`src/rtl/mouse_packet_master.sv`:
```
// PS/2 mouse host controller: resets and configures the device (optionally
// negotiating IntelliMouse wheel mode), then assembles stream-mode packets.
module mouse_packet_master #(
  parameter int unsigned TIMEOUT_CYCLES = 5000000,
  parameter int unsigned MAX_RETRIES    = 3,
  parameter bit          WHEEL_EN       = 1'b1
) (
  input  logic       CLK,
  input  logic       RESET,
  output logic       SEND_BYTE,
  output logic [7:0] BYTE_TO_SEND,
  input  logic       BYTE_SENT,
  output logic       READ_ENABLE,
  input  logic [7:0] BYTE_READ,
  input  logic [1:0] BYTE_ERROR_CODE,
  input  logic       BYTE_READY,
  output logic [7:0] MOUSE_STATUS,
  output logic [7:0] MOUSE_DX,
  output logic [7:0] MOUSE_DY,
  output logic [7:0] MOUSE_DZ,
  output logic       SEND_INTERRUPT,
  output logic       WHEEL_MODE,
  output logic       INIT_FAIL
);

  localparam int unsigned TW = (TIMEOUT_CYCLES > 1) ? $clog2(TIMEOUT_CYCLES) : 1;
  localparam int unsigned RW = (MAX_RETRIES > 1) ? $clog2(MAX_RETRIES + 1) : 1;
  localparam logic [TW-1:0] T_LAST = TW'(TIMEOUT_CYCLES - 1);
  localparam logic [RW-1:0] R_LAST = RW'(MAX_RETRIES - 1);

  localparam logic [2:0] S_START     = 3'd0;
  localparam logic [2:0] S_SEND      = 3'd1;
  localparam logic [2:0] S_WAIT_SENT = 3'd2;
  localparam logic [2:0] S_WAIT_RESP = 3'd3;
  localparam logic [2:0] S_STREAM    = 3'd4;
  localparam logic [2:0] S_HALT      = 3'd5;

  localparam logic [3:0] CMD_ID   = 4'd7;
  localparam logic [3:0] CMD_LAST = 4'd8;

  logic [2:0]    state_q, state_d;
  logic [3:0]    cmd_idx_q, cmd_idx_d;
  logic [1:0]    resp_idx_q, resp_idx_d;
  logic [RW-1:0] retry_q, retry_d;
  logic [TW-1:0] timer_q, timer_d;
  logic [7:0]    tx_byte_q, tx_byte_d;
  logic [1:0]    byte_idx_q, byte_idx_d;
  logic [7:0]    pkt0_q, pkt0_d, pkt1_q, pkt1_d, pkt2_q, pkt2_d;
  logic [7:0]    status_q, status_d, dx_q, dx_d, dy_q, dy_d, dz_q, dz_d;
  logic          irq_q, irq_d;
  logic          wheel_q, wheel_d;
  logic          init_fail_q, init_fail_d;

  logic          reload, fail, timeout, id_slot;
  logic [3:0]    next_idx;
  logic [1:0]    pkt_last;

  // Init command script: reset, three sample-rate writes (200/100/80), get ID, enable.
  function automatic logic [7:0] cmd_byte(input logic [3:0] idx);
    case (idx)
      4'd0:    cmd_byte = 8'hFF;
      4'd1:    cmd_byte = 8'hF3;
      4'd2:    cmd_byte = 8'hC8;
      4'd3:    cmd_byte = 8'hF3;
      4'd4:    cmd_byte = 8'h64;
      4'd5:    cmd_byte = 8'hF3;
      4'd6:    cmd_byte = 8'h50;
      4'd7:    cmd_byte = 8'hF2;
      default: cmd_byte = 8'hF4;
    endcase
  endfunction

  function automatic logic [7:0] exp_resp(input logic [3:0] idx, input logic [1:0] ridx);
    if (idx == 4'd0) begin
      case (ridx)
        2'd0:    exp_resp = 8'hFA;
        2'd1:    exp_resp = 8'hAA;
        default: exp_resp = 8'h00;
      endcase
    end else begin
      exp_resp = 8'hFA;
    end
  endfunction

  function automatic logic [1:0] last_resp(input logic [3:0] idx);
    if (idx == 4'd0)        last_resp = 2'd2;
    else if (idx == CMD_ID) last_resp = 2'd1;
    else                    last_resp = 2'd0;
  endfunction

  assign next_idx = (cmd_idx_q == 4'd0 && !WHEEL_EN) ? CMD_LAST : cmd_idx_q + 4'd1;
  assign pkt_last = wheel_q ? 2'd3 : 2'd2;
  assign timeout  = (timer_q == T_LAST);
  assign id_slot  = (cmd_idx_q == CMD_ID) && (resp_idx_q == 2'd1);

  always_comb begin
    state_d     = state_q;
    cmd_idx_d   = cmd_idx_q;
    resp_idx_d  = resp_idx_q;
    retry_d     = retry_q;
    tx_byte_d   = tx_byte_q;
    byte_idx_d  = byte_idx_q;
    pkt0_d      = pkt0_q;
    pkt1_d      = pkt1_q;
    pkt2_d      = pkt2_q;
    status_d    = status_q;
    dx_d        = dx_q;
    dy_d        = dy_q;
    dz_d        = dz_q;
    irq_d       = 1'b0;
    wheel_d     = wheel_q;
    init_fail_d = init_fail_q;
    reload      = 1'b0;
    fail        = 1'b0;

    case (state_q)
      S_START: begin
        state_d   = S_SEND;
        cmd_idx_d = 4'd0;
        tx_byte_d = cmd_byte(4'd0);
      end
      S_SEND: begin
        state_d = S_WAIT_SENT;
        reload  = 1'b1;
      end
      S_WAIT_SENT: begin
        if (BYTE_SENT) begin
          state_d    = S_WAIT_RESP;
          resp_idx_d = 2'd0;
          reload     = 1'b1;
        end else if (timeout) begin
          fail = 1'b1;
        end
      end
      S_WAIT_RESP: begin
        if (BYTE_READY) begin
          if (BYTE_ERROR_CODE != 2'b00) begin
            fail = 1'b1;
          end else if (!id_slot && BYTE_READ != exp_resp(cmd_idx_q, resp_idx_q)) begin
            fail = 1'b1;
          end else begin
            if (id_slot) wheel_d = (BYTE_READ == 8'h03);
            if (resp_idx_q == last_resp(cmd_idx_q)) begin
              if (cmd_idx_q == CMD_LAST) begin
                state_d    = S_STREAM;
                byte_idx_d = 2'd0;
              end else begin
                state_d   = S_SEND;
                cmd_idx_d = next_idx;
                tx_byte_d = cmd_byte(next_idx);
              end
            end else begin
              resp_idx_d = resp_idx_q + 2'd1;
              reload     = 1'b1;
            end
          end
        end else if (timeout) begin
          fail = 1'b1;
        end
      end
      S_STREAM: begin
        if (BYTE_READY) begin
          if (BYTE_ERROR_CODE != 2'b00) begin
            byte_idx_d = 2'd0;
          end else if (byte_idx_q != 2'd0 || BYTE_READ[3]) begin
            reload = 1'b1;
            case (byte_idx_q)
              2'd0:    pkt0_d = BYTE_READ;
              2'd1:    pkt1_d = BYTE_READ;
              default: pkt2_d = BYTE_READ;
            endcase
            if (byte_idx_q == pkt_last) begin
              // Final byte goes straight to the outputs, so all four update together.
              status_d   = pkt0_q;
              dx_d       = pkt1_q;
              dy_d       = wheel_q ? pkt2_q : BYTE_READ;
              dz_d       = wheel_q ? BYTE_READ : 8'h00;
              irq_d      = 1'b1;
              byte_idx_d = 2'd0;
            end else begin
              byte_idx_d = byte_idx_q + 2'd1;
            end
          end
        end else if (byte_idx_q != 2'd0 && timeout) begin
          byte_idx_d = 2'd0;
        end
      end
      default: ;
    endcase

    if (fail) begin
      retry_d = retry_q + 1'b1;
      wheel_d = 1'b0;
      if (retry_q >= R_LAST) begin
        state_d     = S_HALT;
        init_fail_d = 1'b1;
      end else begin
        state_d   = S_SEND;
        cmd_idx_d = 4'd0;
        tx_byte_d = cmd_byte(4'd0);
      end
    end

    if (reload)       timer_d = '0;
    else if (timeout) timer_d = timer_q;
    else              timer_d = timer_q + 1'b1;
  end

  always_ff @(posedge CLK) begin
    if (RESET) begin
      state_q     <= S_START;
      cmd_idx_q   <= '0;
      resp_idx_q  <= '0;
      retry_q     <= '0;
      timer_q     <= '0;
      tx_byte_q   <= '0;
      byte_idx_q  <= '0;
      pkt0_q      <= '0;
      pkt1_q      <= '0;
      pkt2_q      <= '0;
      status_q    <= '0;
      dx_q        <= '0;
      dy_q        <= '0;
      dz_q        <= '0;
      irq_q       <= 1'b0;
      wheel_q     <= 1'b0;
      init_fail_q <= 1'b0;
    end else begin
      state_q     <= state_d;
      cmd_idx_q   <= cmd_idx_d;
      resp_idx_q  <= resp_idx_d;
      retry_q     <= retry_d;
      timer_q     <= timer_d;
      tx_byte_q   <= tx_byte_d;
      byte_idx_q  <= byte_idx_d;
      pkt0_q      <= pkt0_d;
      pkt1_q      <= pkt1_d;
      pkt2_q      <= pkt2_d;
      status_q    <= status_d;
      dx_q        <= dx_d;
      dy_q        <= dy_d;
      dz_q        <= dz_d;
      irq_q       <= irq_d;
      wheel_q     <= wheel_d;
      init_fail_q <= init_fail_d;
    end
  end

  assign SEND_BYTE      = (state_q == S_SEND);
  assign BYTE_TO_SEND   = tx_byte_q;
  assign READ_ENABLE    = (state_q == S_WAIT_RESP) || (state_q == S_STREAM);
  assign MOUSE_STATUS   = status_q;
  assign MOUSE_DX       = dx_q;
  assign MOUSE_DY       = dy_q;
  assign MOUSE_DZ       = dz_q;
  assign SEND_INTERRUPT = irq_q;
  assign WHEEL_MODE     = wheel_q;
  assign INIT_FAIL      = init_fail_q;

endmodule

```
`config.mk`:
```
export PLATFORM = sky130hd
export DESIGN_NAME = mouse_packet_master
export DESIGN_NICKNAME = d
export VERILOG_FILES = /design/src/rtl/mouse_packet_master.sv
export SDC_FILE = /design/constraint.sdc
export NUM_CORES = 1
export LEC_CHECK = 0
export ABC_AREA = 1
export CAP_MARGIN = 10
export CELL_PAD_IN_SITES_DETAIL_PLACEMENT = 1
export CELL_PAD_IN_SITES_GLOBAL_PLACEMENT = 1
export CORE_UTILIZATION = 35
export CTS_BUF_LIST = sky130_fd_sc_hd__clkbuf_4
export CTS_CLUSTER_DIAMETER = 80
export CTS_CLUSTER_SIZE = 8
export DETAILED_ROUTE_END_ITERATION = 6
export PLACE_DENSITY_LB_ADDON = 0.1
export SLEW_MARGIN = 10
export SYNTH_ARGS = -nofsm -noshare
export SYNTH_HDL_FRONTEND = slang
export SYNTH_SLANG_ARGS = --single-unit
```
`constraint.sdc`:
```
create_clock -name CLK -period 1.9 [get_ports CLK]
set_input_delay 0.285 -clock CLK [delete_from_list [all_inputs] [get_ports CLK]]
set_output_delay 0.285 -clock CLK [all_outputs]
set_load 0.01 [all_outputs]
```
==> results.txt, run 1 <==
----------------------------------------------------
[Outcome]
  Run status ... finished clean

[Worst hold path]
  Type of the worst min-delay path ... flip-flop to flip-flop
  Worst hold endpoint ... pkt1_q[4]
  Number of cells traversed by the worst hold path ... 2
  Launch point of the worst hold path ... pkt1_q[4]

[Floorplan]
  Total I/O pin count ... roughly 60
  Die W ... about 120 um
  DIE AREA ... 14630 um^2
  Initial cell density of the core ... a little over a third
  Number of rows in the core area ... 43
  Core Footprint ... roughly 14000 um^2
  Die extent in y ... between 100 and 150 um

[Detailed routing]
  Routed wire length per instance ... about 15 um
  Total wirelength of the detailed-routed design ... 14.73 mm
  Via density per instance ... between 4 and 5
  Number of iterations in the first detailed-routing pass ... 4
  Drc violations ... 0
  DR iter-0 viols ... between 150 and 200
  Via Count ... 4787
  Final ANT Viol Nets ... 0

[Synthesis]
  FFs w/ async S/R, synth ... 0%
  Main flop type after synthesis ... dfxtp_1
  Yosys Warn Count ... 0
  Top post-synthesis cells by area ... dfxtp_1 (42%), nand2_1 (7.4%), o21ai_0 (6.9%)
  Synthesized cell area ... 4952 um^2
  Share of the synthesized area in the top cell type ... about two fifths
  Count of cell types in the netlist ... 39
  Count of mapped cells out of synthesis ... 662
  Yosys reg bits ... between 100 and 150
  Net Count, Synth ... roughly 700
  Mean Syn Cell Area ... approximately 7.5 um^2
  Register area share after synthesis ... a little over two fifths
  Count of flip-flops with a built-in enable after synthesis ... 0
  Cell taking the most area after synthesis ... dfxtp_1

[Timing]
  Number of hold violations in the final report ... 0
  Total negative slack ... 0 ns
  Headroom to the max-slew limit ... 68.03%
  Final period utilization ... 97.63%
  Peak Freq ... around 0.54 GHz
  Final setup viols ... 0
  Pin slew with the least headroom to its limit ... ~0.48 ns
  RSZ-0062 raised after global routing ... yes
  Final-report max-slew violation count ... 0
  Fin Hold WS ... around 0.46 ns
  Final Worst Setup Slack ... ~0.045 ns
  Final worst clock skew ... between 0.015 and 0.02 ns
  Min cycle time layout ... ~1.9 ns

[CTS]
  Total clock buffers created by CTS ... 9
  Number of H-tree levels ... 3
  Root Driver ... clkbuf_4
  CTS tree ... done
  Source-to-sink clock delay at the later pin of the worst-skew pair ... 0.49 ns
  Clock sink total ... approximately 100
  Clk buf depth ... 2
  Clock-pin transition on the worst setup and hold timing paths ... about 0.17 ns

[Setup path]
  Crit path max-delay cell type ... dfxtp_2
  Worst flop-to-flop path endpoint ... WHEEL_MODE
  Kind of critical path ... flip-flop to flip-flop
  Max Fanout on Critical Path ... 7
  CP peak stage delay ... 0.38 ns
  Cell chain of the critical path ... buf_6, ha_4, nor2_2, a21oi_1, nor2_1, nand2_2, nand2_4, nand2_4, nand3_4, nand2_8, buf_4, a211oi_1
  Kind of end point of the critical path ... flip-flop
  R2R setup slack ... between 0.04 and 0.05 ns
  Critical Path Source Type ... flip-flop
  WP data arrival ... roughly 2.3 ns
  Worst r2r path cells ... 12
  Worst reg2reg path startpoint ... resp_idx_q[0]
  Required time at the endpoint of the critical path ... roughly 2.3 ns
  Cell with the most instances on the worst path ... nand2_4

[Global routing]
  Number of global-route vias before repair ... a little under 5000
  Number of antenna violations at the first check in global routing ... 0
  Global routing usage summed across all routing layers ... roughly a fifth
  Pin count of the biggest net entering global routing ... 40
  Wire length of the first global-routing pass ... around 24 mm
  Global-route congestion overflow total ... 0

[Cells and area]
  Fin area ... 6756 um^2
  Final core utilization ... approximately half
  Ant diodes ... 0
  Share of post-route cells with drive strength above 1 ... 25.76%
  Growth of design area from synthesis to finish ... 36.43%
  Non-filler cells, final ... 968
  Number of nets in the layout ... roughly 810

[Pwr]
  Leakage power ... 2.736 nW
  Pwr/cell area ... 793.6 nW/um^2
  Worst ir drop on vdd ... roughly 0.41 mV
  Design Power ... 5.362 mW

[Place]
  Half-perimeter wire length after detailed placement ... 10.65 mm
  Pre-CTS WS ... -0.3002 ns
  Cell area after placement ... 6178 um^2
  Routability cong. ... between 0.8 and 0.9
  Number of buffer cells added on primary ports ... between 50 and 60
  Cell Count Post-Placement ... around 940

[Job]
  Reported max-cap violation count ... 0

----------------------------------------------------
## final cells by class
cell class	count	area, um^2
Fill cell	1720	7071
Multi-Input combinational cell	455	2774
Sequential cell	103	2091
Timing Repair Buffer	135	1236
Inverter	79	304.0
Tap cell	180	225.2
Clock buffer	10	75.07
Clock inverter	6	51.30
## critical path: cells and delay by family (launching register included)
family	cells	cell delay [ns]
DFF	1	0.38
adders and majority gates	1	0.16
and+or+nand+nor	7	0.71
buffers and inverters	2	0.26
AOI/OAI and AO/OA	2	0.26
## logic make-up (layout without fill, tap and decap cells)
kind of cell | Yosys count | after routing | synth area share (%)
AOI/OAI and AO/OA | 147 | 147 | 16.30
xor gates and xnor gates | 19 | 19 | 3.360
adders and majority gates | 10 | 10 | 2.527
buffers and inverters | 104 | 230 | 8.565
DFF | 103 | 103 | 41.64
and+or+nand+nor | 279 | 279 | 27.62
## state kept, by name, indices dropped and copies added (netlist names), 4 cells and up
name / flops
MOUSE_DX: 8
timer_q: 23
pkt0_q: 8
pkt2_q: 8
pkt1_q: 8
cmd_idx_q: 4
MOUSE_STATUS: 8
BYTE_TO_SEND: 8
MOUSE_DY: 8
MOUSE_DZ: 8
## where the power goes
group          switching [mW]  internal [mW]  total [mW]
sequential              0.139           2.31        2.45
combinational           0.986          0.803        1.79
clock                   0.815          0.307        1.12
total                    1.94           3.42        5.36
## how the worst max path moves through the flow
stage / cells after the start / startpoint / to / slack [ns]
6_report: 12 / resp_idx_q[0] / WHEEL_MODE / 0.05
5_1_grt: 11 / resp_idx_q[1] / BYTE_TO_SEND[3] / -0.08
4_1_cts: 6 / state_q[2] / READ_ENABLE / -0.02
3_5_place_dp: 14 / BYTE_READ[3] / byte_idx_q[0] / -0.30
3_3_place_gp: 14 / BYTE_READ[3] / byte_idx_q[1] / -0.19
2_1_floorplan: 14 / cmd_idx_q[0] / byte_idx_q[0] / 0.12
## layout by cell type (no fill, tap or decap), drive strengths merged
master         synthesis  final
nor4                   3      3
a31o                   1      1
nand2                107    107
inv                   79     82
buf                   16     76
nand4                 12     12
clkdlybuf4s50          0     56
xor2                  15     15
nor2                  94     94
o21ai                 71     71
nand3                 48     48
clkbuf                 9     12
o31ai                  5      5
a22oi                  1      1
ha                    10     10
clkinv                 0      3
o21a                   1      1
xnor2                  4      4
dlygate4sd2            0      1
dfxtp                103    103
nor3                  12     12
a211oi                 3      3
a21boi                 1      1
a31oi                  9      9
or2                    3      3
a21oi                 55     55
## timing repair
| item | in CTS | in global routing |
|---|---|---|
| cloned | 0 | 2 |
| setup endpoints to repair | 49 | 71 |
| hold buffers | 0 | 0 |
| pin swaps | 11 | 23 |
| gates resized for setup | 37 | 68 |
| buffers inserted | 2 | 5 |
## Yosys cell counts, types with 5 or more instances
cell      instances
o31ai_2           5
nand3_2           7
ha_1             10
nor2_2            8
nor2_1           80
nand2_1          97
nor3_1            7
nand2_2           6
a31oi_1           9
o21ai_0          68
inv_1            71
a21oi_1          54
xor2_1           15
nand4_1          11
buf_2            12
dfxtp_1         103
clkbuf_1          9
nand3_1          41
inv_2             8
## per-layer routing
layer	GRT usage [%]	wire, um
met2	35.04	7327
met3	2.820	275
met4	6.944	189
met1	26.11	6936
met5	0	0
Power figures use the tool's default switching activity.
==> run 2, diff against run 1 <==
--- a/config.mk
+++ b/config.mk
@@ -6,7 +6,7 @@
 export NUM_CORES = 1
 export LEC_CHECK = 0
 export ABC_AREA = 1
-export CAP_MARGIN = 10
+export CAP_MARGIN = 0
 export CELL_PAD_IN_SITES_DETAIL_PLACEMENT = 1
 export CELL_PAD_IN_SITES_GLOBAL_PLACEMENT = 1
 export CORE_UTILIZATION = 35
@@ -14,6 +14,8 @@
 export CTS_CLUSTER_DIAMETER = 80
 export CTS_CLUSTER_SIZE = 8
 export DETAILED_ROUTE_END_ITERATION = 6
+export GPL_TIMING_DRIVEN = 0
+export HOLD_SLACK_MARGIN = 0.12
 export PLACE_DENSITY_LB_ADDON = 0.1
 export SLEW_MARGIN = 10
 export SYNTH_ARGS = -nofsm -noshare
==> run 2 against run 1 <==
  * Count of clock-buffer cells in the layout fell by 1
  * Clock power fell by 5%
  * Critical path depth fell by 2
  * Clock skew fell by 0.0067 ns
  * Register-to-register slack got worse by 0.04 ns
  * Fmax fell by 2.3%
  * Setup slack got worse by 0.043 ns
==> results.txt, run 2 (synthesis gave the netlist of run 1 again) <==
----------------------------------------------------
[Place]
  Routability cong. ... 0.7738 (-12%)
  Half-perimeter wire length after detailed placement ... 10.62 mm (-0.25%)
  Number of buffer cells added on primary ports ... 56 (-3.4%)

[CTS]
  Number of H-tree levels ... 3 (unchanged)
  Source-to-sink clock delay at the later pin of the worst-skew pair ... 0.50 ns (about the same)
  Clk buf depth ... 2 (unchanged)
  Root Driver ... clkbuf_4
  CTS tree ... done
  Clock sink total ... 103 (unchanged)
  Clock-pin transition on the worst setup and hold timing paths ... 0.16 ns (about the same)
  Total clock buffers created by CTS ... 9 (unchanged)

[Cells and area]
  Area used by multi-input combinational logic ... 2801 um^2 (+0.99%)
  Most frequent cells in the layout ... dfxtp_1 (91), nand2_1 (87), nor2_1 (74)
  Biggest register ... timer_q
  Filler instances ... 1701 (-1.1%)
  Largest register FFs ... 23 (unchanged)
  Share of post-route cells with drive strength above 1 ... 22.50% (-3.3 points)
  FF/Latch Area ... 2092 um^2 (about the same)
  Final core utilization ... 46.95% (-1.9 points)
  Growth of design area from synthesis to finish ... 31.08%
  Most common cell after layout, fill and taps aside ... dfxtp_1
  Number of nets in the layout ... 779 (-3.5%)

[Timing]
  Peak Freq ... 0.5269 GHz (-2.3%)
  Final period utilization ... 99.89% (+2.3 points)
  Final-report max-slew violation count ... 0 (unchanged)
  Final setup viols ... 0 (unchanged)
  Number of hold violations in the final report ... 0 (unchanged)
  Pin slew with the least headroom to its limit ... 0.6522 ns (+0.1731 ns)
  RSZ-0062 raised after global routing ... yes
  Final worst clock skew ... 0.01181 ns (-0.006678 ns)
  Headroom to the max-slew limit ... 56.36% (-12 points)
  Total negative slack ... 0 ns (unchanged)
  Min cycle time layout ... 1.898 ns (+0.04310 ns)

[Pwr]
  Worst ir drop on vdd ... 0.3809 mV (-6.0%)
  Pwr/cell area ... 816.3 nW/um^2 (+2.9%)
  Leakage power ... 2.559 nW (-6.5%)

[Floorplan]
  Total I/O pin count ... 59 (unchanged)
  Die extent in y ... 121.0 um (unchanged)
  Initial cell density of the core ... 35.82% (unchanged)
  Number of rows in the core area ... 43 (unchanged)
  Core Footprint ... 13830 um^2 (unchanged)
  DIE AREA ... 14630 um^2 (unchanged)
  Die W ... 121.0 um (unchanged)

[Setup path]
  Kind of critical path ... flip-flop to flip-flop
  Cell chain of the critical path ... ha_4, nand3_4, nor3_4, nand3_2, nand2_1, nand3_4, nand2_8, nand2_8, nand2_2, nor2_1
  Crit path max-delay cell type ... dfxtp_4
  WP data arrival ... 2.31 ns (+0.06 ns)
  Kind of end point of the critical path ... flip-flop
  Critical Path Source Type ... flip-flop
  Required time at the endpoint of the critical path ... 2.31 ns (about the same)
  CP peak stage delay ... 0.40 ns (+0.02 ns)
  Max Fanout on Critical Path ... 8 (+1)

[Detailed routing]
  Number of iterations in the first detailed-routing pass ... 4 (unchanged)
  Via density per instance ... 5.053 (+2.2%)
  Drc violations ... 0 (unchanged)
  Via Count ... 4755 (-0.67%)
  Total wirelength of the detailed-routed design ... 15.30 mm (+3.9%)
  Routed wire length per instance ... 16.26 um (+6.9%)
  Final ANT Viol Nets ... 0 (unchanged)
  DR iter-0 viols ... 194 (+7.8%)

[Outcome]
  Run status ... finished clean

[Global routing]
  Number of antenna violations at the first check in global routing ... 1 (+1)
  Global-route congestion overflow total ... 0 (unchanged)
  Global routing usage summed across all routing layers ... 21.43% (+1.0 points)
  Number of global-route vias before repair ... 4763 (-3.5%)
  Wire length of the first global-routing pass ... 24.23 mm (+2.4%)
  Pin count of the biggest net entering global routing ... 18 (-55%)

[Job]
  Reported max-cap violation count ... 0 (unchanged)

[Worst hold path]
  Type of the worst min-delay path ... input pin to flip-flop

----------------------------------------------------
==> run 2: changes by cell type in the layout (fill, tap and decap cells not counted), moves of 3 or more <==
cell	change
buf_4	-49
clkbuf_1	+8
buf_2	+7
buf_6	+4
inv_2	-4
inv_4	+4
nand3_2	+3
==> run 2: stage by stage <==
step                hold WS [ns]  power (mW)  cell area [um^2]  instances  setup slack, ns
floorplan                 0.4199       3.280              4952        662           0.1173
global placement          0.4464       3.729              5738        898          -0.5530
detailed placement        0.4507       3.770              5738        898          -0.5419
CTS                       0.1358       4.996              6048        923          -0.1126
global route              0.1631       5.598              6491        941          -0.1566
finish                    0.1683       5.299              6491        941         0.002020
==> run 2: area by class of cell <==
class | instances | share of cell area [%]
buffer | 24 | 2.332
multi-input combinational | 455 | 43.16
timing repair buffer | 83 | 12.16
clock buffer | 9 | 1.041
sequential | 103 | 32.23
tap | 180 | 3.470
antenna | 1 | 0.03855
clock inverter | 7 | 0.7325
inverter | 79 | 4.838
==> run 2: worst paths after layout <==
| path | from | to | slack, ns | cells after the start |
|---|---|---|---|---|
| min | BYTE_READ[3] | MOUSE_DZ[3] | 0.17 | 3 |
| min reg2reg | pkt1_q[2] | pkt1_q[2] | 0.47 | 2 |
| max | timer_q[1] | cmd_idx_q[3] | 0.002 | 10 |
| max reg2reg | timer_q[1] | cmd_idx_q[3] | 0.002 | 10 |
==> run 2: worst max-delay path: cells and delay by family (launching register included) <==
| family | cells | cell delay [ns] |
|---|---|---|
| and+or+nand+nor | 9 | 1.24 |
| adders and majority gates | 1 | 0.15 |
| DFF | 1 | 0.40 |
==> run 2: what timing repair did <==
| item | in CTS | in global routing |
|---|---|---|
| hold buffers | 2 | 0 |
| setup buffers | 6 | 17 |
| resized for setup | 44 | 90 |
| setup endpoints to repair | 65 | 90 |
| gates cloned | 2 | 0 |
| endpoints found under the hold margin | 4 | 0 |
| pin swaps | 5 | 20 |
==> run 2: power breakdown <==
group          leakage [nW]  total (mW)  internal [mW]  switching (mW)
Clock                0.0589        1.06          0.269           0.789
Combinational          1.66        1.79          0.768            1.02
Sequential            0.840        2.45           2.31           0.142
==> run 2: routing by layer <==
metal	part of all wire, %	track usage (%)	vias to the layer above	wire length, um
li1	-	-	2358	-
met5	0	0	-	0
met4	1.1	6.096	0	165
met3	3.2	3.900	17	495
met2	50	36.50	56	7603
met1	46	27.52	2324	7034
==> run 3, diff against run 2 <==
--- a/config.mk
+++ b/config.mk
@@ -9,6 +9,7 @@
 export CAP_MARGIN = 0
 export CELL_PAD_IN_SITES_DETAIL_PLACEMENT = 1
 export CELL_PAD_IN_SITES_GLOBAL_PLACEMENT = 1
+export CORE_ASPECT_RATIO = 1.5
 export CORE_UTILIZATION = 35
 export CTS_BUF_LIST = sky130_fd_sc_hd__clkbuf_4
 export CTS_CLUSTER_DIAMETER = 80
@@ -17,6 +18,7 @@
 export GPL_TIMING_DRIVEN = 0
 export HOLD_SLACK_MARGIN = 0.12
 export PLACE_DENSITY_LB_ADDON = 0.1
+export SETUP_SLACK_MARGIN = 0.1
 export SLEW_MARGIN = 10
 export SYNTH_ARGS = -nofsm -noshare
 export SYNTH_HDL_FRONTEND = slang
==> run 3 against run 2 <==
  * The flow now finishes with violations (setup timing)
  * Clock skew rose by 0.014 ns
  * Register-to-register slack barely moved
  * Via count rose by 1.6%
  * Flip-flop and latch count did not move
  * Cell area rose by 9.0%
  * Final cell count fell by 0.11%
  * Clock power rose by 17%
  * Fmax fell by 0.45%
  * Hold slack improved by 0.049 ns
  * Non-clock buffer count rose by 17
  * Total power rose by 7.3%
  * Sequential power barely moved
==> results.txt, run 3 (synthesis gave the netlist of run 1 again) <==
----------------------------------------------------
[Cells and area]
  Filler instances ... 1656 (-2.6%)
  Most common cell after layout, fill and taps aside ... dfxtp_1
  Largest register FFs ... 23 (unchanged)
  Growth of design area from synthesis to finish ... 42.88%
  Share of post-route cells with drive strength above 1 ... 33.72% (+11 points)
  Area used by multi-input combinational logic ... 3095 um^2 (+10%)
  Biggest register ... timer_q
  Most frequent cells in the layout ... dfxtp_1 (90), nand2_1 (81), inv_1 (62)
  FF/Latch Area ... 2091 um^2 (about the same)
  Number of nets in the layout ... 796 (+2.2%)

[Detailed routing]
  Number of iterations in the first detailed-routing pass ... 4 (unchanged)
  Total wirelength of the detailed-routed design ... 15.68 mm (+2.5%)
  Via Count ... 4831 (+1.6%)
  DR iter-0 viols ... 72 (-63%)
  Via density per instance ... 5.139 (+1.7%)
  Routed wire length per instance ... 16.68 um (+2.6%)
  Final ANT Viol Nets ... 0 (unchanged)
  Drc violations ... 0 (unchanged)

[Floorplan]
  Initial cell density of the core ... 36.25% (+0.43 points)
  Die extent in y ... 147.7 um (+22%)
  Total I/O pin count ... 59 (unchanged)
  Core Footprint ... 13660 um^2 (-1.2%)
  Number of rows in the core area ... 52 (+21%)
  Die W ... 99.12 um (-18%)
  DIE AREA ... 14640 um^2 (about the same)

[Timing]
  RSZ-0062 raised after global routing ... yes
  Final-report max-slew violation count ... 0 (unchanged)
  Headroom to the max-slew limit ... 43.88% (-12 points)
  Number of hold violations in the final report ... 0 (unchanged)
  Final worst clock skew ... 0.02590 ns (+0.01409 ns)
  Final Worst Setup Slack ... -0.006609 ns (-0.008629 ns)
  Final period utilization ... 100.3% (+0.45 points)
  Min cycle time layout ... 1.907 ns (+0.008629 ns)
  Peak Freq ... 0.5245 GHz (-0.45%)
  Final setup viols ... 4 (+4)
  Fin Hold WS ... 0.2176 ns (+0.04927 ns)
  Pin slew with the least headroom to its limit ... 0.8418 ns (+0.1896 ns)

[CTS]
  Total clock buffers created by CTS ... 9 (unchanged)
  Clock sink total ... 103 (unchanged)
  CTS tree ... done
  Root Driver ... clkbuf_4
  Clock-pin transition on the worst setup and hold timing paths ... 0.17 ns (about the same)
  Number of H-tree levels ... 3 (unchanged)
  Clk buf depth ... 2 (unchanged)
  Source-to-sink clock delay at the later pin of the worst-skew pair ... 0.47 ns (-0.03 ns)

[Setup path]
  Kind of critical path ... flip-flop to flip-flop
  Kind of end point of the critical path ... flip-flop
  CP peak stage delay ... 0.39 ns (about the same)
  Required time at the endpoint of the critical path ... 2.28 ns (-0.03 ns)
  Worst path bufs/invs ... 4 (+4)
  Max Fanout on Critical Path ... 6 (-2)
  Cell with the most instances on the worst path ... buf_6
  Critical Path Source Type ... flip-flop
  Cell chain of the critical path ... buf_6, ha_4, nor2_4, a21oi_2, nor2_1, nand2_2, nand2_4, buf_4, nand4_1, buf_6, o21ai_1, nand3_1, nand2_1, inv_1
  Cell class contributing the biggest share of worst-path delay ... simple AND/OR/NAND/NOR gates
  Crit path max-delay cell type ... dfxtp_4
  WP data arrival ... 2.29 ns (-0.02 ns)

[Outcome]
  Failing checks ... setup timing
  Run status ... complete, but fails checks

[Global routing]
  Global routing usage summed across all routing layers ... 21.79% (+0.36 points)
  Number of antenna violations at the first check in global routing ... 1 (unchanged)
  Pin count of the biggest net entering global routing ... 19 (+1)
  Global-route congestion overflow total ... 0 (unchanged)
  Number of global-route vias before repair ... 5035 (+5.7%)
  Wire length of the first global-routing pass ... 25.10 mm (+3.6%)

[Pwr]
  Pwr/cell area ... 803.2 nW/um^2 (-1.6%)
  Design Power ... 5.683 mW (+7.3%)
  Leakage power ... 2.729 nW (+6.6%)
  Worst ir drop on vdd ... 0.6491 mV (+70%)

[Place]
  Half-perimeter wire length after detailed placement ... 11.00 mm (+3.6%)
  Routability cong. ... 0.8218 (+6.2%)
  Number of buffer cells added on primary ports ... 56 (unchanged)

[Job]
  Reported max-cap violation count ... 0 (unchanged)

[Worst hold path]
  Type of the worst min-delay path ... input pin to flip-flop

----------------------------------------------------
run 3: metal layers:
| metal | share of wire (%) | vias up | track usage (%) |
|---|---|---|---|
| met5 | 0 | - | 0 |
| met1 | 42 | 2354 | 24.98 |
| met4 | 2.4 | 0 | 8.309 |
| met2 | 54 | 58 | 40.73 |
| met3 | 2.1 | 22 | 2.695 |
| li1 | - | 2397 | - |
run 3: cell type report:
type	instances	share of cell area (%)
Inverter	79	4.509
Sequential cell	103	29.55
Antenna cell	1	0.03537
Buffer	25	2.812
Multi-Input combinational cell	455	43.75
Clock inverter	6	1.061
Clock buffer	10	1.061
Tap cell	162	2.865
Timing Repair Buffer	99	14.36
run 3: metrics by stage:
stage                     std cells  utilization (%)  setup slack (ns)   TNS (ns)  instance area, um^2
after floorplan                 662                -            0.1173          0                 4952
after global placement          880            41.83           -0.5160     -33.66                 5715
after detailed placement        880            41.83           -0.5487     -37.21                 5715
after CTS                       912            46.50          -0.01103   -0.03573                 6354
after global routing            940            51.79           -0.1396     -4.746                 7076
final                           940            51.79         -0.006609  -0.007783                 7076
run 3: path summary, 6_finish.rpt:
path | from | to | slack, ns | cells after the start
worst max register to register | resp_idx_q[0] | BYTE_TO_SEND[4] | -0.007 | 14
worst max-delay path | resp_idx_q[0] | BYTE_TO_SEND[4] | -0.007 | 14
worst min-delay path | RESET | pkt0_q[3] | 0.22 | 2
worst min register to register | pkt2_q[1] | MOUSE_DY[1] | 0.46 | 2
run 3: repair_timing:
action,CTS,global route
hold buffers,0,0
pin swaps,23,31
cloned,1,4
buffers inserted,15,23
setup endpoints to repair,94,96
gates resized for setup,107,170
run 3: power by group:
part,internal [mW],total [mW],switching [mW]
clock,0.438,1.24,0.802
sequential,2.31,2.45,0.135
combinational,0.886,2.00,1.11
